`config.mk`:
```
export PLATFORM = sky130hd
export DESIGN_NAME = picorv32_write_buffer_flat
export DESIGN_NICKNAME = d
export VERILOG_FILES = /design/src/rtl/picorv32_write_buffer_if.sv /design/src/rtl/picorv32_write_buffer.sv /design/src/flat_wrapper.sv
export SDC_FILE = /design/constraint.sdc
export NUM_CORES = 1
export LEC_CHECK = 0
export CAP_MARGIN = 20
export CORE_MARGIN = 1
export CORE_UTILIZATION = 54
export DETAILED_ROUTE_END_ITERATION = 12
export PLACE_DENSITY = 0.76
export SYNTH_ARGS = -nofsm -noshare
export SYNTH_HDL_FRONTEND = slang
export SYNTH_SLANG_ARGS = --single-unit
```
`constraint.sdc`:
```
create_clock -name clk -period 6.3 [get_ports clk]
set_clock_uncertainty 0.1 [all_clocks]
set_input_delay 1.89 -clock clk [delete_from_list [all_inputs] [get_ports clk]]
set_output_delay 1.89 -clock clk [all_outputs]
set_load 0.1 [all_outputs]
```
`src/rtl/picorv32_write_buffer_if.sv`:
```
// PicoRV32 native memory port bundle.
// master: drives the request (valid, instr, addr, wdata, wstrb) and receives ready/rdata.
// slave:  receives the request and returns ready/rdata.
interface picorv32_write_buffer_if;
    logic        mem_valid;
    logic        mem_instr;
    logic        mem_ready;
    logic [31:0] mem_addr;
    logic [31:0] mem_wdata;
    logic [3:0]  mem_wstrb;
    logic [31:0] mem_rdata;

    modport master (
        output mem_valid,
        output mem_instr,
        output mem_addr,
        output mem_wdata,
        output mem_wstrb,
        input  mem_ready,
        input  mem_rdata
    );

    modport slave (
        input  mem_valid,
        input  mem_instr,
        input  mem_addr,
        input  mem_wdata,
        input  mem_wstrb,
        output mem_ready,
        output mem_rdata
    );
endinterface

```
`src/rtl/picorv32_write_buffer.sv`:
```
// Posted-write buffer between the PicoRV32 native memory port and the FreeAHB adapter.
// Writes are acknowledged one cycle after they are seen and queued in a DEPTH-entry FIFO that
// drains in order to the downstream port. Reads wait until the FIFO is empty and the downstream
// side is idle, then pass through, so read-after-write ordering holds.
//
// Ports:
//   clk, reset  - rising-edge clock, synchronous active-high reset
//   up          - slave side, connected to the core
//   dn          - master side, connected to the adapter
//   wbuf_count  - entries currently queued (0..DEPTH)
//   wbuf_empty  - no entries queued and no write in flight downstream
// All outputs are registered.
module picorv32_write_buffer #(
    parameter int unsigned DEPTH = 4
) (
    input  logic                           clk,
    input  logic                           reset,
    picorv32_write_buffer_if.slave         up,
    picorv32_write_buffer_if.master        dn,
    output logic [4:0]                     wbuf_count,
    output logic                           wbuf_empty
);

    localparam int unsigned PtrW     = (DEPTH > 1) ? $clog2(DEPTH) : 1;
    localparam logic [4:0]  DepthCnt = 5'(DEPTH);

    typedef enum logic [1:0] {StIdle, StWr, StRd, StResp} state_e;

    // FIFO storage
    logic [31:0] fifo_addr  [DEPTH];
    logic [31:0] fifo_wdata [DEPTH];
    logic [3:0]  fifo_wstrb [DEPTH];

    logic [PtrW-1:0] wr_ptr_q;
    logic [PtrW-1:0] rd_ptr_q;
    logic [4:0]      count_q;
    logic [4:0]      count_d;
    logic            empty_q;

    state_e          state_q;
    logic            up_ready_q;
    logic [31:0]     up_rdata_q;
    logic            dn_valid_q;
    logic            dn_instr_q;
    logic [31:0]     dn_addr_q;
    logic [31:0]     dn_wdata_q;
    logic [3:0]      dn_wstrb_q;

    logic push;
    logic pop;
    logic rd_req;

    // Full is judged on the pre-edge count, so a full FIFO never pushes and pops together.
    assign push   = up.mem_valid && (up.mem_wstrb != 4'b0000) && !up_ready_q
                    && (count_q < DepthCnt);
    assign rd_req = up.mem_valid && (up.mem_wstrb == 4'b0000) && !up_ready_q;
    assign pop    = (state_q == StWr) && dn.mem_ready;

    always_comb begin
        count_d = count_q;
        if (push && !pop) begin
            count_d = count_q + 5'd1;
        end else if (!push && pop) begin
            count_d = count_q - 5'd1;
        end
    end

    // Entry storage needs no reset; validity is tracked by the pointers and count.
    always_ff @(posedge clk) begin
        if (push) begin
            fifo_addr[wr_ptr_q]  <= up.mem_addr;
            fifo_wdata[wr_ptr_q] <= up.mem_wdata;
            fifo_wstrb[wr_ptr_q] <= up.mem_wstrb;
        end
    end

    always_ff @(posedge clk) begin
        if (reset) begin
            wr_ptr_q   <= '0;
            rd_ptr_q   <= '0;
            count_q    <= 5'd0;
            empty_q    <= 1'b1;
            state_q    <= StIdle;
            up_ready_q <= 1'b0;
            up_rdata_q <= 32'h0;
            dn_valid_q <= 1'b0;
            dn_instr_q <= 1'b0;
            dn_addr_q  <= 32'h0;
            dn_wdata_q <= 32'h0;
            dn_wstrb_q <= 4'h0;
        end else begin
            if (push) begin
                wr_ptr_q <= wr_ptr_q + 1'b1;
            end
            if (pop) begin
                rd_ptr_q <= rd_ptr_q + 1'b1;
            end
            count_q <= count_d;
            // A write in flight always still occupies its FIFO slot until it pops, so an empty
            // FIFO after this edge also means nothing is being written downstream.
            empty_q <= (count_d == 5'd0);

            // Write ack; the RD state overrides this with the read completion pulse.
            up_ready_q <= push;

            unique case (state_q)
                StIdle: begin
                    if (count_q != 5'd0) begin
                        dn_addr_q  <= fifo_addr[rd_ptr_q];
                        dn_wdata_q <= fifo_wdata[rd_ptr_q];
                        dn_wstrb_q <= fifo_wstrb[rd_ptr_q];
                        dn_instr_q <= 1'b0;
                        dn_valid_q <= 1'b1;
                        state_q    <= StWr;
                    end else if (push) begin
                        // FIFO empty: the entry being pushed is the head, so forward it in the
                        // same edge to start the drain one cycle after the accept.
                        dn_addr_q  <= up.mem_addr;
                        dn_wdata_q <= up.mem_wdata;
                        dn_wstrb_q <= up.mem_wstrb;
                        dn_instr_q <= 1'b0;
                        dn_valid_q <= 1'b1;
                        state_q    <= StWr;
                    end else if (rd_req) begin
                        dn_addr_q  <= up.mem_addr;
                        dn_instr_q <= up.mem_instr;
                        dn_wstrb_q <= 4'h0;
                        dn_valid_q <= 1'b1;
                        state_q    <= StRd;
                    end
                end
                StWr: begin
                    if (dn.mem_ready) begin
                        dn_valid_q <= 1'b0;
                        state_q    <= StIdle;
                    end
                end
                StRd: begin
                    if (dn.mem_ready) begin
                        up_rdata_q <= dn.mem_rdata;
                        up_ready_q <= 1'b1;
                        dn_valid_q <= 1'b0;
                        state_q    <= StResp;
                    end
                end
                StResp: begin
                    state_q <= StIdle;
                end
                default: begin
                    state_q <= StIdle;
                end
            endcase
        end
    end

    assign up.mem_ready = up_ready_q;
    assign up.mem_rdata = up_rdata_q;
    assign dn.mem_valid = dn_valid_q;
    assign dn.mem_instr = dn_instr_q;
    assign dn.mem_addr  = dn_addr_q;
    assign dn.mem_wdata = dn_wdata_q;
    assign dn.mem_wstrb = dn_wstrb_q;
    assign wbuf_count   = count_q;
    assign wbuf_empty   = empty_q;

endmodule
```
`src/flat_wrapper.sv`:
```
// flat-port wrapper written by rule: the top's interface ports become plain ports
module picorv32_write_buffer_flat 
#(
    parameter int unsigned DEPTH = 4
)
  (clk, reset, wbuf_count, wbuf_empty, up_mem_valid, up_mem_instr, up_mem_addr, up_mem_wdata, up_mem_wstrb, up_mem_ready, up_mem_rdata, dn_mem_valid, dn_mem_instr, dn_mem_addr, dn_mem_wdata, dn_mem_wstrb, dn_mem_ready, dn_mem_rdata);
  picorv32_write_buffer_if up_i ();
  picorv32_write_buffer_if dn_i ();
  input  logic clk;
  input  logic reset;
  output logic [4:0] wbuf_count;
  output logic wbuf_empty;
  input wire logic [$bits(up_i.mem_valid)-1:0] up_mem_valid;
  input wire logic [$bits(up_i.mem_instr)-1:0] up_mem_instr;
  input wire logic [$bits(up_i.mem_addr)-1:0] up_mem_addr;
  input wire logic [$bits(up_i.mem_wdata)-1:0] up_mem_wdata;
  input wire logic [$bits(up_i.mem_wstrb)-1:0] up_mem_wstrb;
  output wire logic [$bits(up_i.mem_ready)-1:0] up_mem_ready;
  output wire logic [$bits(up_i.mem_rdata)-1:0] up_mem_rdata;
  output wire logic [$bits(dn_i.mem_valid)-1:0] dn_mem_valid;
  output wire logic [$bits(dn_i.mem_instr)-1:0] dn_mem_instr;
  output wire logic [$bits(dn_i.mem_addr)-1:0] dn_mem_addr;
  output wire logic [$bits(dn_i.mem_wdata)-1:0] dn_mem_wdata;
  output wire logic [$bits(dn_i.mem_wstrb)-1:0] dn_mem_wstrb;
  input wire logic [$bits(dn_i.mem_ready)-1:0] dn_mem_ready;
  input wire logic [$bits(dn_i.mem_rdata)-1:0] dn_mem_rdata;
  assign up_i.mem_valid = up_mem_valid;
  assign up_i.mem_instr = up_mem_instr;
  assign up_i.mem_addr = up_mem_addr;
  assign up_i.mem_wdata = up_mem_wdata;
  assign up_i.mem_wstrb = up_mem_wstrb;
  assign up_mem_ready = up_i.mem_ready;
  assign up_mem_rdata = up_i.mem_rdata;
  assign dn_mem_valid = dn_i.mem_valid;
  assign dn_mem_instr = dn_i.mem_instr;
  assign dn_mem_addr = dn_i.mem_addr;
  assign dn_mem_wdata = dn_i.mem_wdata;
  assign dn_mem_wstrb = dn_i.mem_wstrb;
  assign dn_i.mem_ready = dn_mem_ready;
  assign dn_i.mem_rdata = dn_mem_rdata;
  picorv32_write_buffer #(.DEPTH(DEPTH)) u_core (.clk(clk), .reset(reset), .up(up_i), .dn(dn_i), .wbuf_count(wbuf_count), .wbuf_empty(wbuf_empty));
endmodule
```
-- Yosys cells after proc, flatten, opt, wreduce, memory -nomap -nowiden
Memories as Yosys holds them, arrays and structs flattened. A register that Yosys moved wholly into a read port is not among the register bits.
Index checks and enable logic that the tools add are counted.
Widths: inputs -> output; s select.
- register bits: 115
- bits in writable memories: 272
- bits of input ports: 105
- word-level logic and storage cells: 86
- memories kept: 3
- add/sub/neg operators: 4
- magnitude comparators: 1
- equal/unequal tests: 7
- muxes and demuxes: 34
- reductions and logical operators: 25
- memory list (memory ; depth ; bits a word ; read ports ; clocked after memory_dff ; write ports ; line ; RTL):
    u_core.fifo_addr ; 4 ; 32 ; 1 ; 1 ; 1 ; picorv32_write_buffer.sv:30 ; logic [31:0] fifo_addr [DEPTH];
    u_core.fifo_wdata ; 4 ; 32 ; 1 ; 1 ; 1 ; picorv32_write_buffer.sv:31 ; logic [31:0] fifo_wdata [DEPTH];
    u_core.fifo_wstrb ; 4 ; 4 ; 1 ; 1 ; 1 ; picorv32_write_buffer.sv:32 ; logic [3:0] fifo_wstrb [DEPTH];
- operators with widths (kind ; number):
    $mux 32 ; 5
    $mux 2 ; 11
    $mux 4 ; 3
    $mux 1 ; 11
    $mux 5 ; 2
    $logic_and 1x1->1 ; 8
    $pmux 2 s4 ; 1
    $reduce_and 2->1 ; 3
    $reduce_and 3->1 ; 2
    $add 5x1->5 const B ; 1
    $logic_not 5->1 ; 1
    $lt 5x3->1 const B ; 1
    $reduce_bool 5->1 ; 1
    $sub 5x1->5 const B ; 1
    $add 2x1->2 const B ; 2
    $eq 2x2->1 const B ; 2
    $logic_not 4->1 ; 1
    $ne 2x2->1 const B ; 2
    $ne 4x1->1 const B ; 1
    $reduce_bool 2->1 ; 2
    $reduce_bool 4->1 ; 1
    $logic_not 1->1 ; 3
    $reduce_bool 3->1 ; 1
    $eq 2x1->1 const B ; 1
    4 further kinds ; 4

-- Depth between registers and ports, before layout
Gate-level depths: netlist of the first run.
- depth in word-level cells: 9
- mapped depth: 8
- depth with buffers taken out: 7

-- Least setup slack after synthesis of the first run
Ideal clock, no wire load.
- path type: in2reg
- from: input up_mem_valid
- to: memory u_core.fifo_addr[0][0] (enable)
- library setup time: 434 ps
- data arrival time: 4478 ps
- required time: 5766 ps
- path slack: 1288 ps
- stages on the path: 4
- path buffers: 1
- cells stage by stage: or4b_1 nor3_2 buf_2 and2_1
- longest elaborated chain between the ends: 5
- RTL lines (item ; line ; RTL):
    from (decl) ; flat_wrapper.sv:13 ; input wire logic [$bits(up_i.mem_valid)-1:0] up_mem_valid;
    $logic_and 1x1->1 (2 in series) ; picorv32_write_buffer.sv:54 ; assign push = up.mem_valid && (up.mem_wstrb != 4'b0000) && !up_ready_q
    $logic_and 1x1->1 ; picorv32_write_buffer.sv:55 ; && (count_q < DepthCnt);
    $mux 1 ; picorv32_write_buffer.sv:70 ; if (push) begin
    $mux 1 (implied by the code) ; picorv32_write_buffer.sv:71 ; fifo_addr[wr_ptr_q] <= up.mem_addr;
    to (decl) ; picorv32_write_buffer.sv:30 ;
Every way passes these cells.

-- Final worst setup path of the first run
- from: input up_mem_valid
- to: register u_core.dn_wdata_q[12] (netlist: u_core.dn.mem_wdata[12])
- longest elaborated chain between the ends: 5
- RTL lines (item ; line ; RTL):
    $logic_and 1x1->1 (2 in series) ; picorv32_write_buffer.sv:54 ;
    $logic_and 1x1->1 ; picorv32_write_buffer.sv:55 ;
    $reduce_bool 2->1 (no source line) ; n/a ;
    $reduce_and 2->1 (no source line) ; n/a ;
    to (signal assigned) ; picorv32_write_buffer.sv:110 ; dn_wdata_q <= fifo_wdata[rd_ptr_q];
    to (signal assigned) ; picorv32_write_buffer.sv:119 ; dn_wdata_q <= up.mem_wdata;
    to (decl) ; picorv32_write_buffer.sv:46 ; logic [31:0] dn_wdata_q;
Every way passes these cells.
A chain may end at the register's enable or synchronous reset.

==> results.md, run 1 <==
* Post-Synthesis Cells at around 990
* Number of buffers created by CTS at 40
* Fin crit share at 69.0%
* #FFs+latches synth at 389
* Synthesis-to-layout area growth at 25.7%
* Via density at 5.77
* Largest stage delay, worst path at 0.65 ns
* Clock share of power at 25.1%
* Post-Route Setup TNS at 0 ns
* Area after DPL at 17,400 um2
* Initial antenna violation count at 2
* Clock latency at the later pin of the worst-skew pair at 0.53 ns
* First-pass GRT wire length at 50.1 mm
* Overflow after GRT at 0
* Worst Max-Slew Pin Slew at 1.05 ns
* Die area at 28,300 um2
* Largest fanout on the critical path at between 60 and 70
* H-tree depth at 2
* Initial core utilization at a little under three fifths
* Longest Clk Path Bufs at 3
* Internal Power at 5.59 mW
* Run status: completed
* Async S/R FF share, synth at 0%
* Mean Syn Cell Area at roughly 15 um2
* Total global-route track usage at ~23%
* Hold_buf cts at 0
* Hold Slack at 0.353 ns
* Cts repair resizes at 0
* Beginning of the critical path: up_mem_valid
* Post-synth EDFFs at roughly 270
* Core Area at 27,000 um2
* Sequential Power Share at 35.6%
* Vias in the first global route at 9,054
* Sw Share at 40.6%
* Primary FF master, synth: edfxtp_1
* Final WL at 31.9 mm
* DP Wirelength at 18.4 mm
* Largest net degree at the start of global routing at 92
* Worst Hold Launch: u_core.up.mem_rdata[17]$_SDFFE_PP0P_
* DR pass1 iterations at 5
* Max Clk Rate at around 230 MHz
* Post-synthesis sequential area ratio at 70.4%
* Critical path cell sequence: clkdlybuf4s50_1 > or4b_1 > or3_1 > a21boi_4 > buf_4 > nor2_1 > a311oi_2
* Tmin final at 4.35 ns
* Syn_nets at ~1,100
* Max_slew headroom at 29.8%
* Worst IR Drop VDD at between 300 and 400 uV
* Most common cell in the netlist: edfxtp_1
* Mapped cell area at 14,900 um2
* Synth cell types at 39
* # nets final at 1,310
* Worst-path clk slew at 0.06 ns
* Port bufs at 213
* # Post-CTS Setup Buffers at 0
* Core Util, Final at 69.5%
* RePlAce Congestion at 0.784
* Switching power at between 3 and 4 mW
* Crit start category: input port
* Ys Warns at 0
* Max Cap Viol at 0
* DRC Markers at 0
* CTS tree: done
* Initial DRC Count at 600
* Post-Layout Cell Count at 1,567
* Synth area leaders: edfxtp_1 (55%), dfxtp_1 (16%), mux4_2 (10%), nand2_1 (5.2%), a311oi_2 (2.8%)
* Hold WC Path Type: register to register
* Synth cell count leaders: edfxtp_1 (272), nand2_1 (205), dfxtp_1 (117), nor2_1 (81), mux4_2 (68)
* Diode count at 0
* RSZ-0062 raised after global routing: no
* Clock sinks at ~390
* Comb pwr share at 39.3%
* Die W at 168 um
* Fill cells at 1,832
* Die H at 168 um
* Slew Limit Fails at 0
* Arrival time worst endpoint at 4.67 ns
* Synth area leader: edfxtp_1
* Max stage delay cell, worst path: buf_4
* Ratio of cells with drive above 1 in the final layout at 14.8%
* Worst EP required at 6.63 ns
* I/O pin count at between 200 and 250
* Via count at 9,049
* Root buffer cell: clkbuf_16
* Rows at 60
* R2r startpoint: u_core.wbuf_count[3]$_SDFF_PP0_
* Crit end category: register
* Dpl cells at 1,491
* WS Path Type: input port to register
* Final Hold Viols at 0
* Post-synth top area share at 54.7%
* Antenna-violating nets left at 0
* Final setup violating endpoints at 0
* Pleak at 6.21 nW
* Post-DR wirelength/cell at 20.3 um
* Power per cell area at 501 nW/um2
* Fin area at roughly 19,000 um2
-- state kept, by name (all words and copies together) (netlist names), named ones only --
| register | count |
|---|---|
| u_core.fifo_wstrb | 16 |
| u_core.fifo_wdata | 128 |
| u_core.state_q | 2 |
| u_core.wr_ptr_q | 2 |
| u_core.dn.mem_instr | 1 |
| u_core.dn.mem_wstrb | 4 |
| u_core.dn.mem_addr | 32 |
| u_core.up.mem_ready | 1 |
| u_core.fifo_addr | 128 |
| u_core.dn.mem_wdata | 32 |
| u_core.up.mem_rdata | 32 |
| u_core.wbuf_empty | 1 |
| u_core.wbuf_count | 5 |
| u_core.dn.mem_valid | 1 |
| u_core.rd_ptr_q | 2 |
-- power groups by stage --
stage | logic [mW] | clock network [mW] | registers, mW
2_1_floorplan | 1.49 | 0 | 4.70
3_3_place_gp | 3.64 | 0 | 3.40
3_5_place_dp | 3.68 | 0 | 3.41
4_1_cts | 3.72 | 2.39 | 3.36
5_1_grt | 3.92 | 2.49 | 3.40
6_report | 3.70 | 2.36 | 3.35
-- layer usage --
layer / global-route usage [%] / wire, um
met3: 4.09 / 2140
met2: 37.1 / 15400
met1: 32.0 / 13700
met5: 0 / 24
met4: 6.32 / 618
-- cells in the final DEF (no fill, tap or decap), types with 5 or more instances in the layout --
cell type,netlist,layout
edfxtp_1,272,272
clkdlybuf4s50_1,0,212
nand2_1,205,205
dfxtp_1,117,115
nor2_1,81,81
mux4_2,68,68
a21oi_1,44,44
clkbuf_16,0,41
a311oi_1,39,39
a311oi_2,28,28
ha_1,11,11
clkbuf_1,51,11
buf_4,3,9
inv_1,8,8
nand3_1,6,6
bufinv_16,0,5
-- worst max-delay path: cells and delay by family --
| family | cells | cell delay [ns] |
|---|---|---|
| buf+inv | 2 | 1.12 |
| compound gates | 2 | 0.48 |
| simple gates | 3 | 1.16 |
-- path summary, 6_finish.rpt --
kind / cells after the start / slack, ns / to
worst min register to register: 2 / 0.35 / u_core.up.mem_rdata[17]$_SDFFE_PP0P_
worst min-delay path: 2 / 0.35 / u_core.up.mem_rdata[17]$_SDFFE_PP0P_
worst max register to register: 6 / 3.29 / u_core.dn.mem_wdata[12]$_SDFFE_PP0P_
worst max-delay path: 7 / 1.95 / u_core.dn.mem_wdata[12]$_SDFFE_PP0P_
-- cell families after synthesis --
group / share of synthesized area [%]
AND/OR/NAND/NOR: 8.50
buffers and inverters: 2.25
flip-flops: 70.4
multiplexers: 10.3
AO/OA/AOI/OAI: 7.26
adder cells (fa/ha/maj): 0.922
XOR/XNOR: 0.352
-- per-stage QoR --
step / total power, mW / worst slack (ns)
after floorplan: 6.19 / 1.29
after global placement: 7.03 / 1.58
after detailed placement: 7.09 / 1.48
after global routing: 9.81 / 1.78
final: 9.41 / 1.95
after CTS: 9.47 / 1.95
-- layout make-up --
| cell class | count | area [um2] | area share [%] |
|---|---|---|---|
| multi-input combinational | 527 | 4120 | 22.0 |
| tap | 341 | 427 | 2.27 |
| inverter | 8 | 30.0 | 0.160 |
| timing repair buffer | 228 | 2350 | 12.5 |
| clock buffer | 52 | 1070 | 5.69 |
| clock inverter | 22 | 254 | 1.35 |
| sequential | 389 | 10500 | 56.0 |
No activity file was read; power rests on OpenSTA's default activity.
==> run 2: changes to the inputs <==
- CORE_UTILIZATION: 54 -> 49
- PLACE_DENSITY: 0.76 -> 0.73
- clock period: 6.3 -> 3.9 ns (I/O delays scaled with it)
==> run 2 against run 1 <==
  * Sequential cell count unchanged
  * Global-route usage decreased by 1.6 points
  * Final area decreased by 0.73%
  * First-iteration DRC count increased by 24%
  * Critical endpoint is now u_core.wbuf_empty$_SDFF_PP1_
  * Hold slack improved by 0.00061 ns
  * Largest cell class unchanged
  * Routed wire length increased by 2.6%
  * Total power increased by 60%
  * Largest power group unchanged
  * Count of clock-buffer cells in the layout increased by 3
  * Die area increased by 10%
  * Utilization decreased by 6.9 points
  * Sequential share of layout area increased by 0.41 points
  * Via count decreased by 0.34%
==> results.md, run 2 (synthesis results as in run 1) <==
* DR pass1 iterations at 5 (unchanged)
* Commonest non-fill, non-tap cell in the layout: edfxtp_1
* Cts repair resizes at 0 (unchanged)
* Crit start category: input port
* WS Path Type: input port to register
* DRC Markers at 0 (unchanged)
* Via density at 5.54 (-4.1%)
* Largest net degree at the start of global routing at 69 (-25%)
* DP Wirelength at 19.9 mm (+8.3%)
* Initial antenna violation count at 2 (unchanged)
* Final setup margin at 0.797 ns (-1.16 ns)
* Dpl cells at 1,553 (+4.2%)
* Most frequent cells in the layout: edfxtp_1 (272), nand2_1 (205), buf_4 (123)
* Die W at 177 um (+4.9%)
* Largest stage delay, worst path at 0.63 ns (-0.02 ns)
* Max_slew headroom at 28.1% (-1.7 points)
* Final Hold Viols at 0 (unchanged)
* Buf/Inv on CP at 2 (unchanged)
* Worst Hold Launch: u_core.up.mem_rdata[28]$_SDFFE_PP0P_
* Final WL at 32.7 mm (+2.6%)
* Initial DRC Count at 744 (+24%)
* Slew Limit Fails at 0 (unchanged)
* Clock latency at the later pin of the worst-skew pair at 0.53 ns (about the same)
* Crit end category: register
* # nets final at 1,321 (+0.84%)
* Worst IR Drop VDD at 594 uV (+68%)
* Worst Max-Slew Pin Slew at 1.08 ns (+0.0257 ns)
* Clock sinks at 389 (unchanged)
* Max Clk Rate at 322 MHz
* Fin crit share at 79.6%
* Via count at 9,018 (-0.34%)
* Multi-input logic area at 4120 um2 (unchanged)
* Port bufs at 213 (unchanged)
* Arrival time worst endpoint at 3.42 ns (-1.25 ns)
* Post-DR wirelength/cell at 20.1 um (-1.2%)
* Total global-route track usage at 21.2% (-1.6 points)
* Critical path cell sequence: clkdlybuf4s50_1 > nor4_1 > or3_1 > buf_4 > mux2i_1 > xor2_1 > o31ai_1
* Die area at 31,200 um2 (+10%)
* Post-Layout Cell Count at 1,628 (+3.9%)
* Top Registers: u_core.fifo_addr (128), u_core.fifo_wdata (128)
* Final setup violating endpoints at 0 (unchanged)
* Fill cells at 2,206 (+20%)
* Number of buffers created by CTS at 40 (unchanged)
* Largest fanout on the critical path at 10 (-84%)
* CTS tree: done
* CP delay by family, top: simple AND/OR/NAND/NOR gates
* Antenna-violating nets left at 0 (unchanged)
* Hold Path Cell Cnt at 2 (unchanged)
* Register area at 10,500 um2 (unchanged)
* Hold path endpoint: u_core.up.mem_rdata[28]$_SDFFE_PP0P_
* H-tree depth at 2 (unchanged)
* RSZ-0062 raised after global routing: no
* Die H at 177 um (+4.9%)
* First-pass GRT wire length at 50.7 mm (+1.2%)
* Hold_buf cts at 0 (unchanged)
* Overflow after GRT at 0 (unchanged)
* Core Area at 29,800 um2 (+10%)
* Longest Clk Path Bufs at 3 (unchanged)
* R2r startpoint: u_core.wbuf_count[0]$_SDFF_PP0_
* Worst r2r path cells at 8 (+2)
* Dpl ws at 0.270 ns (-1.21 ns)
* Run status: completed
* # Post-CTS Setup Buffers at 0 (unchanged)
* Worst EP required at 4.22 ns (-2.41 ns)
* R2r endpoint: u_core.dn.mem_addr[25]$_SDFFE_PP0P_
* Tmin final at 3.10 ns
* Max stage delay cell, worst path: nor4_1
* Vias in the first global route at 9,046 (-0.088%)
* Hold WC Path Type: register to register
* Root buffer cell: clkbuf_16
* RePlAce Congestion at 0.763 (-2.6%)
* Pleak at 6.43 nW (+3.7%)
* Synthesis-to-layout area growth at 24.8%
* Worst R2R Setup Slack at 1.25 ns (-2.04 ns)
* Rows at 63 (+5.0%)
* Ratio of cells with drive above 1 in the final layout at 23.8% (+9.0 points)
* Worst-path clk slew at 0.06 ns (about the same)
* Power per cell area at 806 nW/um2 (+61%)
* I/O pin count at 214 (unchanged)
* Post-Route Setup TNS at 0 ns (unchanged)
* Max Cap Viol at 0 (unchanged)
* Initial core utilization at 50.1% (-5.1 points)
run 2: changes by cell type in the layout (fill, tap and decap cells not counted), sizes merged:
| cell | delta |
|---|---|
| diode | +1 |
| clkinv | +3 |
| clkdlybuf4s50 | -109 |
| bufinv | -3 |
| clkbuf | +3 |
| buf | +120 |
| clkinvlp | -3 |
run 2: per-layer routing:
metal | GRT usage [%] | vias to the layer above | routed length, um | part of all wire, %
met5 | 0 | - | 0 | 0
met4 | 4.92 | 0 | 437 | 1.3
met3 | 4.26 | 34 | 2280 | 7.0
met2 | 34.9 | 314 | 15900 | 49
met1 | 29.2 | 4503 | 14100 | 43
li1 | - | 4167 | - | -
run 2: stage by stage:
stage	utilization (%)	instance area [um2]	power, mW	hold slack, ns
2_1_floorplan	-	14900	9.99	0.366
3_3_place_gp	58.3	17400	11.4	0.343
3_5_place_dp	58.3	17400	11.5	0.347
4_1_cts	62.5	18600	15.2	0.355
5_1_grt	62.5	18600	15.7	0.374
6_report	62.5	18600	15.0	0.353
run 2: worst min-delay path, stage by stage, from the launching register on:
cell and delay [ns]:
dfxtp_1 0.31, nand2_1 0.05, a21oi_1 0.05
run 2: area by class of cell:
cell class / instances / share of cell area (%)
Tap cell: 390 / 2.62
Clock buffer: 55 / 6.00
Clock inverter: 19 / 0.752
Inverter: 8 / 0.161
Sequential cell: 389 / 56.4
Antenna cell: 1 / 0.0134
Timing Repair Buffer: 239 / 11.9
Multi-Input combinational cell: 527 / 22.1
run 2: power breakdown:
part / total, mW / leakage (nW) / internal [mW] / switching, mW
Combinational: 5.93 / 2.38 / 1.60 / 4.33
Sequential: 5.44 / 3.45 / 5.11 / 0.328
Clock: 3.66 / 0.610 / 2.14 / 1.52
run 2: how the worst max path moves through the flow:
stage                         start                              endpoint  slack (ns)  cells past startpoint
finish              up_mem_wstrb[1]          u_core.wbuf_empty$_SDFF_PP1_        0.80                      7
CTS                 up_mem_wstrb[1]          u_core.wbuf_empty$_SDFF_PP1_        0.82                      7
detailed placement  up_mem_wstrb[1]          u_core.wbuf_empty$_SDFF_PP1_        0.27                      7
global placement    up_mem_wstrb[0]          u_core.wbuf_empty$_SDFF_PP1_        0.37                      7
global route           up_mem_valid  u_core.dn.mem_wdata[17]$_SDFFE_PP0P_        0.74                      7
floorplan              up_mem_valid      u_core.fifo_addr[0][0]$_DFFE_PP_        0.35                      4
==> run 3: changes to the inputs <==
- CORE_UTILIZATION: 49 -> 54
- PLACE_DENSITY: 0.73 -> 0.76
- clock period: 3.9 -> 2.86 ns (I/O delays scaled with it)
==> run 3 against run 2 <==
  * Count of clock-buffer cells in the layout is 3 lower
  * Sequential share of layout area decreased by 0.84 points
  * Setup slack lost 0.63 ns
  * Die area fell by 9.2%
  * Combinational power is 42% higher
  * Hold slack gained 0.0037 ns
  * Clock power increased by 42%
  * Critical path type unchanged
==> results.md, run 3 (synthesis results as in run 1) <==
* Critical Path End: u_core.dn.mem_wdata[6]$_SDFFE_PP0P_
* R2r endpoint: u_core.dn.mem_wdata[6]$_SDFFE_PP0P_
* Final WL at 32.0 mm (-2.2%)
* Rows at 60 (-4.8%)
* Final Hold Viols at 0 (unchanged)
* Max Clk Rate at 371 MHz
* Metal1 wirelength at 13.4 mm (-4.7%)
* Commonest non-fill, non-tap cell in the layout: edfxtp_1
* WS Path Type: input port to register
* Metal2 WL at 15.8 mm (-0.57%)
* Largest fanout on the critical path at 25 (+15)
* Die area at 28,300 um2 (-9.2%)
* RePlAce Congestion at 0.772 (+1.1%)
* Fill cells at 1,766 (-20%)
* Die W at 168 um (-4.7%)
* Crit start category: input port
* Met3 Wirelength at 2.14 mm (-6.0%)
* Core Util, Final at 70.0% (+7.5 points)
* I/O pin count at 214 (unchanged)
* # nets final at 1,347 (+2.0%)
* Port bufs at 213 (unchanged)
* Initial antenna violation count at 2 (unchanged)
* Tmin final at 2.69 ns
* Max_slew headroom at 59.0% (+31 points)
* Worst EP required at 3.19 ns (-1.03 ns)
* Worst IR Drop VDD at 1040 uV (+74%)
* Worst r2r path cells at 6 (-2)
* Core Area at 27,000 um2 (-9.3%)
* Overflow after GRT at 0 (unchanged)
* Clock latency at the later pin of the worst-skew pair at 0.52 ns (about the same)
* Die H at 168 um (-4.7%)
* R2r startpoint: u_core.wbuf_count[3]$_SDFF_PP0_
* Initial core utilization at 55.2% (+5.1 points)
* Final setup violating endpoints at 0 (unchanged)
* Power per cell area at 1110 nW/um2 (+37%)
* Top Registers: u_core.fifo_addr (128), u_core.fifo_wdata (128)
* Worst Max-Slew Pin Slew at 0.615 ns (-0.464 ns)
* # Post-CTS Setup Buffers at 0 (unchanged)
* H-tree depth at 2 (unchanged)
* Total power draw at 21.0 mW (+40%)
* RSZ-0062 raised after global routing: no
* Root buffer cell: clkbuf_16
* Initial DRC Count at 737 (-0.94%)
* Cts repair resizes at 0 (unchanged)
* Via density at 5.70 (+3.0%)
* CTS tree: done
* Vias in the first global route at 9,142 (+1.1%)
* Multi-input logic area at 4130 um2 (+0.15%)
* Synthesis-to-layout area growth at 26.8%
* Crit end category: register
* Worst R2R Setup Slack at 0.53 ns (-0.72 ns)
* Clock sinks at 389 (unchanged)
* Antenna-violating nets left at 0 (unchanged)
* Fin area at 18,900 um2 (+1.6%)
* DP Wirelength at 19.8 mm (-0.81%)
* Hold_buf cts at 0 (unchanged)
* Longest Clk Path Bufs at 3 (unchanged)
* Dpl cells at 1,530 (-1.5%)
* Beginning of the critical path: up_mem_valid
* DRC Markers at 0 (unchanged)
* Worst-path clk slew at 0.06 ns (about the same)
* Top Layer Used: met5
* Via count at 9,150 (+1.5%)
* Worst Hold Launch: u_core.up.mem_rdata[3]$_SDFFE_PP0P_
* Fin crit share at 94.1%
* Max Cap Viol at 0 (unchanged)
* Run status: completed
* Slew Limit Fails at 0 (unchanged)
* Largest net degree at the start of global routing at 69 (unchanged)
* Hold WC Path Type: register to register
* Post-DR wirelength/cell at 19.9 um (-0.74%)
* Post-Layout Cell Count at 1,604 (-1.5%)
* Register area at 10,500 um2 (about the same)
* First-pass GRT wire length at 50.2 mm (-0.98%)
* Total global-route track usage at 23.0% (+1.8 points)
* DR pass1 iterations at 5 (unchanged)
* Area after DPL at 17,600 um2 (+1.2%)
* Most frequent cells in the layout: edfxtp_1 (272), nand2_1 (205), buf_4 (144)
* Arrival time worst endpoint at 3.02 ns (-0.40 ns)
* Pleak at 6.64 nW (+3.2%)
* Number of buffers created by CTS at 40 (unchanged)
* Ratio of cells with drive above 1 in the final layout at 26.5% (+2.7 points)
run 3: cell count changes in the layout (fill, tap and decap cells not counted), moves of 3 or more:
cell	previous run	this run
clkbuf_1	10	5
dfxtp_2	0	3
clkinv_2	2	8
clkinv_1	12	5
dfxtp_1	115	112
buf_4	123	144
buf_12	13	18
run 3: cell type report:
cell class	count	area share, %
flip-flops and latches	389	55.6
multi-input cells	527	21.8
repair buffers	265	13.1
clock buffers	52	6.08
well taps	341	2.25
clock inverters	21	1.01
inverters	8	0.159
diodes	1	0.0132
run 3: metrics by stage:
stage | worst slack [ns] | setup TNS, ns | hold WS [ns]
global route | 0.0573 | 0 | 0.367
global placement | -0.313 | -56.57 | 0.343
floorplan | 0.0316 | 0 | 0.366
finish | 0.168 | 0 | 0.357
detailed placement | -0.378 | -58.74 | 0.350
CTS | 0.153 | 0 | 0.358
run 3: metal layers:
metal	GRT usage, %	vias up
li1	-	4213
met1	30.8	4587
met2	38.2	303
met3	4.47	45
met4	7.19	2
met5	0	-
run 3: how the worst min path moves through the flow:
stage	end	slack [ns]	depth (start not counted)
6_report	u_core.up.mem_rdata[3]$_SDFFE_PP0P_	0.36	2
5_1_grt	u_core.up.mem_rdata[19]$_SDFFE_PP0P_	0.37	2
4_1_cts	u_core.up.mem_rdata[4]$_SDFFE_PP0P_	0.36	2
3_5_place_dp	u_core.up.mem_rdata[22]$_SDFFE_PP0P_	0.35	2
3_3_place_gp	u_core.up.mem_rdata[29]$_SDFFE_PP0P_	0.34	2
2_1_floorplan	u_core.state_q[0]$_SDFFE_PP0P_	0.37	2
run 3: report_power, final:
group / internal [mW] / switching (mW) / leakage (nW)
clock network: 3.12 / 2.07 / 0.664
registers: 6.96 / 0.414 / 3.45
logic: 2.44 / 5.96 / 2.53
total: 12.5 / 8.44 / 6.64
run 3: critical path: stages:
cell,delay (ns)
clkdlybuf4s50_1,0.47
or4b_1,0.47
or3_1,0.39
a21boi_4,0.28
buf_12,0.22
nor2_1,0.08
a311oi_2,0.24
